$ cat src/rtl/digital_lf_gearshift.sv
// PI loop filter for a PLL DCO word, with frequency-detector pull-in and FREQ/ACQ/TRACK gear shifting.
// One-sample latency from an en edge to out; accumulator and output clamp to [0, 2^OUT_W-1].
module digital_lf_gearshift #(
  parameter int IN_W    = 4,
  parameter int OUT_W   = 13,
  parameter int KP_ACQ  = 64,
  parameter int KI_ACQ  = 4,
  parameter int KP_TRK  = 32,
  parameter int KI_TRK  = 1,
  parameter int KF      = 256,
  parameter int INIT    = 1 << (OUT_W - 1),
  parameter int QUIET_N = 64,
  parameter int LOCK_TH = 2
) (
  input  logic                   clk,
  input  logic                   reset,
  input  logic                   en,
  input  logic signed [IN_W-1:0] in,
  input  logic                   fup,
  input  logic                   fdn,
  output logic [OUT_W-1:0]       out,
  output logic [1:0]             state,
  output logic                   locked
);

  localparam int W     = OUT_W + IN_W + 10;
  localparam int CNT_W = $clog2(QUIET_N + 1);

  localparam logic signed [W-1:0] KP_A  = W'(KP_ACQ);
  localparam logic signed [W-1:0] KI_A  = W'(KI_ACQ);
  localparam logic signed [W-1:0] KP_T  = W'(KP_TRK);
  localparam logic signed [W-1:0] KI_T  = W'(KI_TRK);
  localparam logic signed [W-1:0] KF_X  = W'(KF);
  localparam logic signed [W-1:0] TH_X  = W'(LOCK_TH);
  localparam logic signed [W-1:0] MAX_V = W'((1 << OUT_W) - 1);
  localparam logic [CNT_W-1:0]    QN    = CNT_W'(QUIET_N);

  typedef enum logic [1:0] {
    S_FREQ  = 2'b00,
    S_ACQ   = 2'b01,
    S_TRACK = 2'b10
  } state_t;

  state_t           state_q, state_d;
  logic [CNT_W-1:0] cnt_q, cnt_d, cnt_inc;
  logic [OUT_W-1:0] acc_q, acc_d;
  logic [OUT_W-1:0] out_q, out_d;
  logic             locked_q, locked_d;

  logic                fd_evt, reached;
  logic signed [W-1:0] in_x, in_abs, acc_x, fd_x, kp, ki, acc_sum, out_sum;

  function automatic logic [OUT_W-1:0] sat(input logic signed [W-1:0] v);
    if (v < 0)          return '0;
    else if (v > MAX_V) return '1;
    else                return v[OUT_W-1:0];
  endfunction

  // Datapath: gains follow the pre-edge state, so a transition sample still uses the old gears.
  always_comb begin
    in_x   = W'(in);
    in_abs = in_x[W-1] ? -in_x : in_x;
    acc_x  = {{(W - OUT_W){1'b0}}, acc_q};
    fd_evt = fup ^ fdn;
    fd_x   = '0;
    if (fup && !fdn)      fd_x = KF_X;
    else if (fdn && !fup) fd_x = -KF_X;
    if (state_q == S_TRACK) begin
      kp   = KP_T;
      ki   = KI_T;
      fd_x = '0;
    end else begin
      kp = KP_A;
      ki = KI_A;
    end
    acc_sum = acc_x + ki * in_x + fd_x;
    out_sum = acc_x + kp * in_x;
  end

  // FSM: state register
  always_ff @(posedge clk) begin
    if (reset) begin
      state_q <= S_FREQ;
      cnt_q   <= '0;
    end else begin
      state_q <= state_d;
      cnt_q   <= cnt_d;
    end
  end

  // FSM: next state and quiet counter
  always_comb begin
    state_d = state_q;
    cnt_d   = cnt_q;
    cnt_inc = (cnt_q == QN) ? cnt_q : cnt_q + CNT_W'(1);
    reached = (cnt_inc == QN);
    if (en) begin
      case (state_q)
        S_FREQ: begin
          if (fd_evt) begin
            cnt_d = '0;
          end else if (reached) begin
            state_d = S_ACQ;
            cnt_d   = '0;
          end else begin
            cnt_d = cnt_inc;
          end
        end
        S_ACQ: begin
          if (fd_evt) begin
            state_d = S_FREQ;
            cnt_d   = '0;
          end else if (in_abs <= TH_X) begin
            if (reached) begin
              state_d = S_TRACK;
              cnt_d   = '0;
            end else begin
              cnt_d = cnt_inc;
            end
          end else begin
            cnt_d = '0;
          end
        end
        S_TRACK: begin
          if (fd_evt) state_d = S_FREQ;
          cnt_d = '0;
        end
        default: begin
          state_d = S_FREQ;
          cnt_d   = '0;
        end
      endcase
    end
  end

  // FSM outputs and filter updates
  always_comb begin
    locked_d = (state_d == S_TRACK);
    acc_d    = acc_q;
    out_d    = out_q;
    if (en) begin
      acc_d = sat(acc_sum);
      out_d = sat(out_sum);
    end
  end

  always_ff @(posedge clk) begin
    if (reset) begin
      acc_q    <= OUT_W'(INIT);
      out_q    <= OUT_W'(INIT);
      locked_q <= 1'b0;
    end else begin
      acc_q    <= acc_d;
      out_q    <= out_d;
      locked_q <= locked_d;
    end
  end

  assign out    = out_q;
  assign state  = state_q;
  assign locked = locked_q;

endmodule

$ cat config.mk
export PLATFORM = sky130hd
export DESIGN_NAME = digital_lf_gearshift
export DESIGN_NICKNAME = d
export VERILOG_FILES = /design/src/rtl/digital_lf_gearshift.sv
export SDC_FILE = /design/constraint.sdc
export NUM_CORES = 1
export LEC_CHECK = 0
export ABC_CLOCK_PERIOD_IN_PS = 14100
export CAP_MARGIN = 10
export CORE_ASPECT_RATIO = 1.4
export CORE_MARGIN = 1.5
export CORE_UTILIZATION = 40
export CTS_CLUSTER_DIAMETER = 60
export CTS_CLUSTER_SIZE = 16
export DETAILED_ROUTE_END_ITERATION = 7
export PLACE_DENSITY_LB_ADDON = 0.05
export SLEW_MARGIN = 20
export SYNTH_ARGS = -nofsm -noshare
export SYNTH_HDL_FRONTEND = slang
export SYNTH_SLANG_ARGS = --single-unit
$ cat constraint.sdc
create_clock -name clk -period 14.1 [get_ports clk]
set_input_delay 2.115 -clock clk [delete_from_list [all_inputs] [get_ports clk]]
set_output_delay 2.115 -clock clk [all_outputs]
set_load 0.1 [all_outputs]
### Word level (Yosys, flattened, before mapping)

Index checks and enable logic that the tools add are counted.

* shifts and indexed selects: 0
* reduce and logical (&&, ||, !) cells: 5
* equality and inequality tests: 5
* divide/modulo/power cells: 0
* $mul: 2
* order comparisons: 5
* add/subtract/negate cells: 5
* bitwise logic cells: 1
* muxes and demuxes: 24

Operators with widths (count)
* $mux 27: 4
* $mux 13: 4
* $mux 7: 6
* $add 14x27->27: 1
* $add 27x27->27: 1
* $gt 27x14->1 const B: 1
* $le 27x3->1 const B: 1
* $lt 27x1->1 const B: 1
* $neg 4->27: 1
* $add 14x12->15: 1
* $gt 15x14->1 const B: 1
* $lt 15x1->1 const B: 1
* $eq 7x7->1 const B: 2
* $mux 2: 7
* $pmux 7 s2: 1
* $mul 8x4->12: 1
* $mul 4x4->8: 1
* $add 7x1->7 const B: 1
* $pmux 2 s3: 1
* $eq 2x2->1 const B: 2
* $mux 3: 1
* $eq 2x1->1 const B: 1
* $logic_and 1x1->1: 2
* $logic_not 1->1: 2
* 2 further kinds: 2

* latch bits: 0
* register bits after elaboration: 36
* bits in writable memories: 0
* memories: 0
* ROM bits: 0
* input port bits: 9

### Longest topological paths before layout

* word-level depth: 9
* depth in mapped cells: 22
* depth with buffers taken out: 19

### Least setup slack after synthesis

No wires, ideal clock.

* path type: input to register
* from: input in[3]
* to: register acc_q[0]
* path buffers: 3
* path slack: 7325 ps
* stages on the path: 20
* data arrival time: 6653 ps
* cells stage by stage: clkbuf_1 > inv_1 > nor2_1 > ha_1 > inv_1 > ha_1 > inv_1 > ha_1 > a311o_1 > and3_1 > clkbuf_1 > fa_1 > ha_1 > a21o_1 > a21o_1 > a311o_1 > a211o_1 > o211a_1 > buf_6 > a221o_1

* cells in the longest elaborated chain, start to end: 6
* elaborated cells on any way between the ends: 7

RTL lines
* from (decl): RTL line 18 `input logic signed [IN_W-1:0] in,`
* $mul 4x4->8 *: RTL line 76 `acc_sum = acc_x + ki * in_x + fd_x;`
* $add 14x27->27 *: RTL line 76
* $add 27x27->27 *: RTL line 76
* $gt 27x14->1: RTL line 55 `else if (v > MAX_V) return '1;`
* $mux 13: RTL line 55
* $mux 13 *: RTL line 54 `if (v < 0) return '0;`
* to (signal assigned): RTL line 149 `acc_q <= OUT_W'(INIT);`
* to (decl): RTL line 46 `logic [OUT_W-1:0] acc_q, acc_d;`

Mark *: on every way between the ends. The rest lies on a longest branch, timed or not.
A chain may end at the register's enable or synchronous reset.

### Worst setup path after layout

Same ends and word-level chain as after synthesis.

==> impl_metrics.yaml <==
floorplan:
  row_count: 40
  start_util_pct: 40.9
  die_h_um: 114
  core_um2: 8560
  fp.dieW_um: 82.1
  die_area_um2: 9330
  io_pins: 25
drt:
  vias_per_cell: 5.49
  ant_nets: 0
  routed_wl_um: 7770
  drtPass1Iterations: 4
  wl_per_cell_um: 14.5
  drt_iter0_markers: 93
  num_vias: 2950
  drc: 0
sta:
  setup_ws_ns: 6.56
  worst_slew_pin_slew_ns: 0.977
  period_minus_slack_ns: 7.54
  whs_ns: 0.446
  rsz0062_at_grt: "no"
  hold_viol: 0
  finalCritPeriodShare_pct: 53.5
  finalSetupViolations: 0
  clock.fmax_mhz: 133
  maxSlewViolCount: 0
  slew-limit-headroom_pct: 34.7
  clock-skew-final_ns: 0.00445
  finalSetupTns_ns: 0
power_and_ir_drop:
  p_per_area_nw_per_um2: 195
  peakVddDrop_mv: 0.112
  leakagePower_nw: 1.84
  power_mw: 0.783
cts:
  htree_levels: 2
  clk_pin_slew_worst_paths_ns: 0.06
  clockBufferDepth: 2
  cts_buffers: 5
  cts_root_buf: "clkbuf_16"
  cts_hold_buf: 0
  cts_resized: 0
  cts_tree: "done"
  post_cts_buffers: 0
  cts.sinks: 36
  clock_latency_ns: 0.28
final_layout:
  n_antenna_cell: 0
  area_delta_synth_final_pct: 14.8
  n_fill_cell: 863
  fin_nets: 512
  drive_above_1_share_pct: 3.24
synth:
  synth_top_family_by_area: "adder cells"
  synth_ff_type: "dfxtp_1"
  netlist_top_cells_area: "ha_1, dfxtp_1, fa_1, xnor2_1, inv_1"
  synth_mux_area_share_pct: 0.286
  seq_area_frac_synth_pct: 20.6
  synthSimpleGateAreaFrac_pct: 15.8
  yosys_warnings: 0
  syn_inst: 411
  yosysTopAreaCell: "ha_1"
  synth_top_area_share_pct: 20.7
  ys_async_sr_fraction_pct: 0
  synth-adder-area-share_pct: 28.7
  synth_seq_cells: 36
  syn_nets: 492
  synthXorXnorAreaFrac_pct: 7.26
  synth-compound-area-share_pct: 20.6
  syn_avg_cell_area_um2: 8.51
  synthTopCellsByCount: "ha_1, inv_1, dfxtp_1"
  yosysUniqueCellTypes: 53
  synth_area_um2: 3500
  yosysMostFrequentCell: "ha_1"
  synth-edff-count: 0
worst_setup_path:
  reg2reg_to: "acc_q[0]$_SDFFE_PP0P_"
  reg2reg_slack_ns: 8.74
  regToRegStartpoint: "state[0]$_SDFF_PP0_"
  required_ns: 14.27
  reg2reg_depth: 19
  end_kind: "register"
  critPathKind: "in -> reg"
  start_kind: "input pin"
  worst-path-max-fanout: 17
  crit_arrival_ns: 7.71
run_status:
  status: "complete, no violations"
placement:
  place_congestion: 0.832
  place_ws_ns: 6.02
  port_buffers: 24
  dpl.hpwl_um: 6170
worst_hold_path:
  whs_path_depth: 2
  hold_class: "reg -> reg"
  hp-start: "out[4]$_SDFFE_PP0P_"
  hold_path_end: "out[4]$_SDFFE_PP0P_"
global_route:
  grt-ovfl-total: 0
  antenna_found_initial: 0
  grt_first_pass_wirelength_um: 13200
  grt_max_degree: 25
  track_usage_pct: 18.2
  grt_pass1_vias: 2898
job:
  max-cap-violations: 0
-- cells by family after synthesis --
family,after synthesis
mux,1
other cells,1
flops,36
compound gates,100
xor+xnor,29
simple gates,113
buf+inv,59
fa+ha+maj,72
-- layer usage --
metal	share of wire [%]	up-vias	global-route usage (%)
met5	0	-	0
met4	2.5	0	6.55
met3	2.5	17	2.40
met2	52	55	32.8
met1	43	1376	21.3
li1	-	1502	-
-- critical path: stages --
cell and delay (ns):
clkdlybuf4s50_1 0.92, inv_1 0.25, nor2_1 0.21, ha_1 0.17
inv_1 0.04, ha_1 0.26, inv_1 0.04, ha_1 0.32
a311o_1 0.38, and3_1 0.34, fa_1 0.48, ha_1 0.38
a21o_1 0.24, a22o_1 0.24, nand3b_1 0.16, o211ai_1 0.21
nand4bb_1 0.23, o211a_1 0.39, a221o_1 0.30
-- cell usage in the layout (no fill, tap or decap), types with 2 or more instances in the layout --
master            n
ha_1             58
inv_1            45
dfxtp_1          36
nor2_1           33
nand2_1          29
clkdlybuf4s50_1  24
xnor2_1          21
o21ai_0          21
a21oi_1          16
fa_1             14
a221o_1          10
nor3_1            9
nand2b_1          8
nand3_1           8
xor2_1            8
a21o_1            8
o21a_1            8
and2_1            5
and3_1            5
a311oi_1          5
clkbuf_16         5
nor2b_1           4
nand4_1           4
o211ai_1          4
a311o_1           3
a211oi_1          3
a31oi_1           3
a221oi_1          2
o211a_1           2
nand3b_1          2
o31ai_1           2
o2111ai_1         2
clkbuf_8          2
buf_4             2
-- worst max-delay path by stage --
stage,end,start,slack [ns]
floorplan,acc_q[0]$_SDFFE_PP0P_,in[3],7.32
global placement,acc_q[1]$_SDFFE_PP0P_,in[3],6.17
detailed placement,acc_q[4]$_SDFFE_PP0P_,in[3],6.02
CTS,acc_q[7]$_SDFFE_PP0P_,in[3],6.31
global route,acc_q[0]$_SDFFE_PP0P_,in[3],6.14
finish,acc_q[0]$_SDFFE_PP0P_,in[3],6.56
-- state kept, by name, summed over array words and instances, names as in the netlist --
name	cells
locked	1
cnt_q	7
state	2
acc_q	13
out	13
-- power by group --
group,leakage (nW),internal [mW],switching (mW),total (mW)
clock network,0.0901,0.0932,0.0447,0.138
logic,1.46,0.187,0.305,0.492
registers,0.295,0.130,0.0235,0.154
-- per-stage QoR --
step | area [µm²] | cells | util [%]
global placement | 3830 | 529 | 44.7
floorplan | 3500 | 411 | -
CTS | 4010 | 537 | 46.9
global route | 4020 | 537 | 47.0
finish | 4020 | 537 | 47.0
detailed placement | 3830 | 529 | 44.7
-- area by class of cell --
type                       instances  area [µm²]  area share (%)
clock buffer                       7         153            3.80
clock inverter                     1        30.0           0.747
inverter                          46         173            4.30
multi-input combinational        316        2560            63.6
sequential                        36         721            17.9
tap                              105         131            3.27
timing repair buffer              26         255            6.35
(Power assumes the default switching activity.)
